## config.mk

```make
export PLATFORM = sky130hd
export DESIGN_NAME = seg7_scan_ctrl
export DESIGN_NICKNAME = d
export VERILOG_FILES = /design/src/rtl/seg7_scan_ctrl.sv
export SDC_FILE = /design/constraint.sdc
export NUM_CORES = 1
export LEC_CHECK = 0
export CORE_ASPECT_RATIO = 1.4
export CORE_MARGIN = 2
export CORE_UTILIZATION = 35
export DETAILED_ROUTE_END_ITERATION = 12
export SLEW_MARGIN = 10
export SYNTH_ARGS = -nofsm -noshare
export SYNTH_HDL_FRONTEND = slang
export SYNTH_SLANG_ARGS = --single-unit
```

## constraint.sdc

```tcl
create_clock -name clk -period 4.65 [get_ports clk]
set_input_delay 1.1625 -clock clk [delete_from_list [all_inputs] [get_ports clk]]
set_output_delay 1.1625 -clock clk [all_outputs]
set_load 0.02 [all_outputs]
```

## src/rtl/seg7_scan_ctrl.sv

```systemverilog
// Time-multiplexed seven-segment scanner: one digit per REFRESH_DIV-cycle slot,
// with a blanked guard interval at the start of each slot to suppress ghosting.
module seg7_scan_ctrl #(
    parameter int NUM_DIGITS  = 8,
    parameter int REFRESH_DIV = 100000,
    parameter int GUARD_CYC   = 2,
    parameter bit ACTIVE_LOW  = 1'b1
) (
    input  logic                    clk,
    input  logic                    rst,
    input  logic [4*NUM_DIGITS-1:0] value,
    input  logic                    load,
    input  logic [NUM_DIGITS-1:0]   blank_mask,
    input  logic [NUM_DIGITS-1:0]   dp_mask,
    input  logic                    lz_en,
    output logic [NUM_DIGITS-1:0]   Anode,
    output logic [7:0]              Cathode,
    output logic                    frame_done
);
    localparam int CNT_W = $clog2(REFRESH_DIV);
    localparam int IDX_W = (NUM_DIGITS > 1) ? $clog2(NUM_DIGITS) : 1;

    logic [NUM_DIGITS-1:0][3:0] val_q;
    logic [NUM_DIGITS-1:0]      blank_q;
    logic [NUM_DIGITS-1:0]      dp_q;
    logic [CNT_W-1:0]           cnt;
    logic [IDX_W-1:0]           idx;
    logic                       last_cnt;
    logic                       last_idx;

    // Active-high segment pattern {g,f,e,d,c,b,a}
    function automatic logic [6:0] decode(input logic [3:0] d);
        case (d)
            4'h0: decode = 7'h3F;
            4'h1: decode = 7'h06;
            4'h2: decode = 7'h5B;
            4'h3: decode = 7'h4F;
            4'h4: decode = 7'h66;
            4'h5: decode = 7'h6D;
            4'h6: decode = 7'h7D;
            4'h7: decode = 7'h07;
            4'h8: decode = 7'h7F;
            4'h9: decode = 7'h6F;
            4'hA: decode = 7'h77;
            4'hB: decode = 7'h7C;
            4'hC: decode = 7'h39;
            4'hD: decode = 7'h5E;
            4'hE: decode = 7'h79;
            default: decode = 7'h71;
        endcase
    endfunction

    always_ff @(posedge clk) begin
        if (rst) begin
            val_q   <= '0;
            blank_q <= '0;
            dp_q    <= '0;
        end else if (load) begin
            val_q   <= value;
            blank_q <= blank_mask;
            dp_q    <= dp_mask;
        end
    end

    assign last_cnt = (cnt == CNT_W'(REFRESH_DIV - 1));
    assign last_idx = (idx == IDX_W'(NUM_DIGITS - 1));

    always_ff @(posedge clk) begin
        if (rst) begin
            cnt <= '0;
            idx <= '0;
        end else if (last_cnt) begin
            cnt <= '0;
            idx <= last_idx ? '0 : idx + 1'b1;
        end else begin
            cnt <= cnt + 1'b1;
        end
    end

    logic [NUM_DIGITS-1:0] lz_vec;
    logic                  zero_run;
    logic                  guard;
    logic                  dark;
    logic [NUM_DIGITS-1:0] an_on;
    logic [7:0]            seg_on;
    logic [NUM_DIGITS-1:0] an_nxt;
    logic [7:0]            cat_nxt;
    logic                  fd_nxt;

    always_comb begin
        // lz_vec[i] = digit i and all higher digits are zero
        zero_run = 1'b1;
        lz_vec   = '0;
        for (int i = NUM_DIGITS - 1; i >= 0; i--) begin
            zero_run  = zero_run & (val_q[i] == 4'h0);
            lz_vec[i] = zero_run;
        end
        guard  = (int'(cnt) < GUARD_CYC);
        dark   = blank_q[idx] | (lz_en & (idx != '0) & lz_vec[idx]);
        an_on  = '0;
        seg_on = '0;
        if (!guard) begin
            an_on[idx] = 1'b1;
            if (!dark) seg_on = {dp_q[idx], decode(val_q[idx])};
        end
        an_nxt  = ACTIVE_LOW ? ~an_on : an_on;
        cat_nxt = ACTIVE_LOW ? ~seg_on : seg_on;
        fd_nxt  = last_cnt & last_idx;
    end

    always_ff @(posedge clk) begin
        if (rst) begin
            Anode      <= ACTIVE_LOW ? '1 : '0;
            Cathode    <= ACTIVE_LOW ? 8'hFF : 8'h00;
            frame_done <= 1'b0;
        end else begin
            Anode      <= an_nxt;
            Cathode    <= cat_nxt;
            frame_done <= fd_nxt;
        end
    end
endmodule

```

==> metrics.csv, run 1 <==
metric;value;unit
syn_nets;461;
rsz0062_at_grt;false;
ctsHoldBuffers;0;
syn_inst;400;
p_leak;1.939;nW
yosysSeqAreaShare;0.4434;
die-area;11830;sq um
final_antenna_net_count;0;
status;complete, no violations;
avgSynthCellArea;9.594;sq um
fin_crit;2902;ps
first_iter_violations;192;
crit_path_max_fanout;24;
finalHoldViolations;0;
clk_path_buf_depth;2;
dp_hpwl;6.661;mm
coreArea;10750;sq um
wl_per_cell;15.00;um
synth_top_area_cell;dfxtp_1;
synth_top_area_frac;0.4434;
cts_tree;yes;
antenna_cells;0;
drc;0;
final_cells;602;
area_growth_syn_to_layout;27.68;%
powerDensity;350.8;nW/um^2
grt.overflow.total;0;
finClkSkew;3.615;ps
io-pin-count;69;
ir_drop;176.5;uV
first_global_vias;3011;
dpl.cell_count;587;
critPathMostFrequentCell;inv_1;
numCtsBuffers;9;
cp.required;4850;ps
die_h;127.9;um
place.port_buffers;68;
slew_headroom;0.3116;
antenna_found_initial;0;
place_congestion;0.8112;
path_cells;mux4_2 > mux2i_1 > inv_1 > ha_1 > inv_1 > nor2_1 > o21ai_0 > nand3_1;
fillerInstances;1046;
ys_warn_count;0;
htreeDepth;3;
grt_pass1_wl;15.06;mm
post_cts_resized;0;
syn-cell-area;3837;sq um
maxCapViolCount;0;
cts.sinks;85;
grt_start_max_net_pins;57;
cp_slowest_cell;dfxtp_1;
design_area;4900;sq um
grt_usage;0.1613;
post_cts_buffers;0;
cp_top_family;multiplexers;
critical_path_arrival;3100;ps
synth.distinct_cells;47;
num_vias;3064;
fin_tns_setup;0;ps
synth_flop_cell;dfxtp_1;
worst_pin_slew;1031;ps
fin_crit_sh;0.6240;
placed_area;4584;sq um
synth.ff_latch_count;85;
layout-drive-gt1-share;0.07592;
setup_violations;0;
num-nets-final;518;
drt_wl_total;9.028;mm
clk_latency;330;ps
viasPerCell;5.090;
die_x;92.50;um
startpoint_type;register;
cts-root-buf;clkbuf_16;
critical_path_buf_inv_count;2;
maxSlewViolCount;0;
rows;45;
crit_type;reg -> reg;
clk_pin_slew;60;ps
fmax;0.3446;GHz
power;1.719;mW
start_util;0.3568;
cpPeakStageDelay;940;ps
hp-class;reg -> reg;
ys_top_cells_by_area;dfxtp_1 (44%), mux2i_1 (14%), nor2_1 (8.0%);
dr.pass1.iters;4;
ys_async_sr_fraction;0;
cp-end-kind;register;
synth_edf_count;0;
==> worst paths after layout <==
| path | from | end | slack (ps) | cells past startpoint |
|---|---|---|---|---|
| worst min register to register | cnt[0] | cnt[0] | 450 | 1 |
| worst max-delay path | idx[1] | Cathode[6] | 1750 | 8 |
| worst max register to register | idx[1] | Cathode[6] | 1750 | 8 |
| worst min-delay path | cnt[0] | cnt[0] | 450 | 1 |
==> metrics by stage <==
step,setup slack [ps],hold slack [ps],utilization
after floorplan,2259,417.5,-
after global placement,1837,431.1,0.4263
after detailed placement,1781,444.3,0.4263
after CTS,1768,456.7,0.4556
after global routing,1471,492.5,0.4556
final,1748,452.7,0.4556
==> flip-flops by register name (all words and copies together), names as in the netlist <==
signal,cells
blank_q,8
Cathode,8
idx,3
Anode,8
frame_done,1
dp_q,8
val_q,32
cnt,17
==> worst reg2reg max path: cells and delay by family, from the launching register on <==
kind                     cells  cell delay [ps]
AO/OA/AOI/OAI                1              190
AND/OR/NAND/NOR              2              150
adder cells (fa/ha/maj)      1              220
multiplexers                 2             1020
flip-flops                   1              940
buffers and inverters        2              230
==> cells in the final DEF (no fill, tap or decap), types with 4 or more instances in the layout <==
| cell type | synthesis | final |
|---|---|---|
| nor4_1 | 11 | 11 |
| nand3_1 | 15 | 15 |
| ha_1 | 9 | 9 |
| mux2_2 | 4 | 4 |
| clkbuf_16 | 0 | 9 |
| nand4_1 | 5 | 5 |
| nor3_1 | 10 | 10 |
| o21ai_0 | 4 | 4 |
| mux2i_1 | 54 | 54 |
| xnor2_1 | 8 | 8 |
| and3b_1 | 4 | 4 |
| clkdlybuf4s50_1 | 0 | 66 |
| dfxtp_1 | 85 | 85 |
| inv_1 | 7 | 7 |
| nand2_1 | 21 | 21 |
| xor2_1 | 7 | 7 |
| mux4_2 | 6 | 6 |
| nor2_1 | 82 | 82 |
==> metal layers <==
| metal | part of all wire | routed length (um) | track usage |
|---|---|---|---|
| met1 | 0.42 | 3760 | 0.1938 |
| met2 | 0.53 | 4755 | 0.2847 |
| met3 | 0.041 | 370 | 0.02998 |
| met4 | 0.016 | 142 | 0.06058 |
| met5 | 0 | 0 | 0 |
==> power breakdown <==
part / internal (mW) / switching, mW
logic: 0.0990 / 0.0828
clock network: 0.481 / 0.272
registers: 0.761 / 0.0227
==> layout make-up <==
class / count / area, sq um / share of cell area
clock buffers: 11 / 242.7 / 0.04954
clock inverters: 4 / 72.57 / 0.01481
inverters: 7 / 26.28 / 0.005363
multi-input cells: 284 / 1994 / 0.4070
flip-flops and latches: 85 / 1702 / 0.3473
well taps: 141 / 176.4 / 0.03601
repair buffers: 70 / 685.7 / 0.1399
==> cells by family after synthesis <==
logic type | Yosys count | share of synthesized area
muxes | 67 | 0.2012
xor gates and xnor gates | 15 | 0.03424
adders and majority gates | 9 | 0.02935
AOI/OAI and AO/OA | 31 | 0.06098
and+or+nand+nor | 162 | 0.1940
DFF | 85 | 0.4434
buffers and inverters | 31 | 0.03684
==> cell usage after synthesis, types with 3 or more instances <==
master and count:
a211oi_1 3, a21oi_1 3, and3_1 3, and3b_1 4
buf_2 8, clkbuf_1 12, dfxtp_1 85, ha_1 9
inv_1 7, mux2_2 4, mux2i_1 54, mux4_2 6
nand2_1 21, nand3_1 15, nand4_1 5, nor2_1 82
nor3_1 10, nor4_1 11, o211ai_1 3, o21ai_0 4
xnor2_1 8, xor2_1 7
No activity file was read; power rests on OpenSTA's default activity.
==> inputs of run 2 (changes only) <==
==> constraint.sdc (replaced) <==
create_clock -name clk -period 2.7 [get_ports clk]
set_input_delay 0.675 -clock clk [delete_from_list [all_inputs] [get_ports clk]]
set_output_delay 0.675 -clock clk [all_outputs]
set_load 0.02 [all_outputs]
==> run 2 against run 1 <==
Compared with the run above:
- die area stayed put
- register-to-register slack worse by 1400 ps
- sequential power is 72% higher
- wire length is 2.1% lower
- highest routed layer unchanged
- critical endpoint is now Cathode[5]
- largest cell class unchanged
- first-iteration DRC count is 19% lower
- final area is 0.38% higher
- combinational power is 72% higher
- core utilization is 0.17 points higher
==> metrics.csv, run 2 (same netlist as run 1, synthesis figures left out) <==
metric;value;unit;change
clk_path_buf_depth;2;;unchanged
fin_tns_setup;0;ps;unchanged
layout_common_cells;dfxtp_1 (85), nor2_1 (82), clkdlybuf4s50_1 (66);;
cp-end-kind;register;;
final_antenna_net_count;0;;unchanged
cp_top_family;multiplexers;;
crit_type;reg -> reg;;
num-nets-final;525;;+1.4%
grt_usage;0.1564;;-0.004891
viasPerCell;4.990;;-2.0%
drt_wl_total;8.841;mm;-2.1%
setup_violations;0;;unchanged
cts_tree;yes;;
post_cts_buffers;0;;unchanged
layout-drive-gt1-share;0.09168;;+0.01576
die_h;127.9;um;unchanged
clk_pin_slew;60;ps;about the same
cp_slowest_cell;mux4_2;;
dp_hpwl;6.661;mm;about the same
die_x;92.50;um;unchanged
powerDensity;564.8;nW/um^2;+61%
die-area;11830;sq um;unchanged
startpoint_type;register;;
p_leak;1.961;nW;+1.1%
hp-class;reg -> reg;;
place.port_buffers;68;;unchanged
finalHoldViolations;0;;unchanged
drc;0;;unchanged
numCtsBuffers;9;;unchanged
maxSlewViolCount;0;;unchanged
grt.overflow.total;0;;unchanged
dr.pass1.iters;4;;unchanged
largest_reg_flops;32;;unchanged
utilization;0.4574;;+0.001745
status;complete, no violations;;
area_growth_syn_to_layout;28.17;%;
cp.required;2910;ps;-1940 ps
antenna_found_initial;0;;unchanged
clk_latency;340;ps;about the same
critical_path_arrival;2510;ps;-590 ps
place_congestion;0.8325;;+2.6%
first_global_vias;2925;;-2.9%
cts.sinks;85;;unchanged
io-pin-count;69;;unchanged
num_vias;3044;;-0.65%
top_regs;val_q (32), cnt (17);;
ir_drop;304.9;uV;+73%
critical_path_buf_inv_count;4;;+2
rows;45;;unchanged
top_register;val_q;;
worst_pin_slew;592.3;ps;-438.9 ps
final_common_cell;dfxtp_1;;
cpPeakStageDelay;520;ps;-420 ps
coreArea;10750;sq um;unchanged
rsz0062_at_grt;false;;
fmax;0.4339;GHz;+26%
htreeDepth;3;;unchanged
antenna_cells;0;;unchanged
fin_crit_sh;0.8536;;+0.2296
post_cts_resized;0;;unchanged
start_util;0.3568;;unchanged
crit_path_max_fanout;11;;-54%
finClkSkew;8.348;ps;+4.733 ps
wl_per_cell;14.49;um;-3.4%
slew_headroom;0.6015;;+0.2899
power;2.778;mW;+62%
maxCapViolCount;0;;unchanged
first_iter_violations;156;;-19%
grt_pass1_wl;14.52;mm;-3.5%
path_cells;buf_4 > mux4_2 > mux2i_1 > buf_4 > inv_1 > ha_1 > inv_1 > mux2i_1 > a22oi_1 > nand3_1;;
cts-root-buf;clkbuf_16;;
fillerInstances;1049;;+0.29%
ctsHoldBuffers;0;;unchanged
fin_crit;2305;ps;-596.8 ps
grt_start_max_net_pins;56;;-1.8%
rrSetupSlack;400;ps;-1350 ps
==> run 2: cell count changes in the layout (fill, tap and decap cells not counted), sizes merged <==
| cell | before | now |
|---|---|---|
| buf | 4 | 11 |
| bufinv | 2 | 0 |
| clkbuf | 11 | 10 |
| clkinv | 1 | 5 |
==> run 2: worst register-to-register path: stages (launching register included) <==
cell	delay, ps
dfxtp_1	420
buf_4	240
mux4_2	520
mux2i_1	140
buf_4	160
inv_1	60
ha_1	200
inv_1	90
mux2i_1	80
a22oi_1	170
nand3_1	90
==> run 2: path summary, 6_finish.rpt <==
kind / depth (start not counted) / start / endpoint
hold reg to reg: 1 / cnt[0] / cnt[0]
setup / recovery: 10 / idx[0] / Cathode[5]
setup reg to reg: 10 / idx[0] / Cathode[5]
hold / removal: 1 / cnt[0] / cnt[0]
==> run 2: layout make-up <==
| class | instances | area (sq um) | share of cell area |
|---|---|---|---|
| clock buffers | 10 | 229.0 | 0.04655 |
| clock inverters | 6 | 40.04 | 0.008140 |
| inverters | 7 | 26.28 | 0.005342 |
| multi-input cells | 284 | 1994 | 0.4055 |
| flip-flops and latches | 85 | 1702 | 0.3460 |
| well taps | 141 | 176.4 | 0.03587 |
| repair buffers | 77 | 750.7 | 0.1526 |
==> run 2: metrics by stage <==
| stage | cell area, sq um | hold slack, ps | std cells | setup slack, ps |
|---|---|---|---|---|
| global placement | 4649 | 429.4 | 594 | 538.6 |
| global route | 4918 | 467.1 | 610 | 161.2 |
| detailed placement | 4649 | 440.9 | 594 | 438.6 |
| finish | 4918 | 446.9 | 610 | 395.2 |
| CTS | 4918 | 449.7 | 610 | 421.1 |
| floorplan | 3837 | 417.5 | 400 | 477.5 |
==> run 2: per-layer routing <==
layer | GRT usage | vias to the layer above | routed length [um]
met1 | 0.1869 | 1444 | 3829
li1 | - | 1539 | -
met3 | 0.02528 | 10 | 284
met2 | 0.2714 | 51 | 4573
met4 | 0.07638 | 0 | 154
met5 | 0 | - | 0
==> run 2: power by group <==
| group | switching, mW | internal [mW] | leakage, nW |
|---|---|---|---|
| logic | 0.139 | 0.173 | 1.13 |
| clock network | 0.492 | 0.621 | 0.132 |
| registers | 0.0417 | 1.31 | 0.697 |
| total | 0.673 | 2.11 | 1.96 |
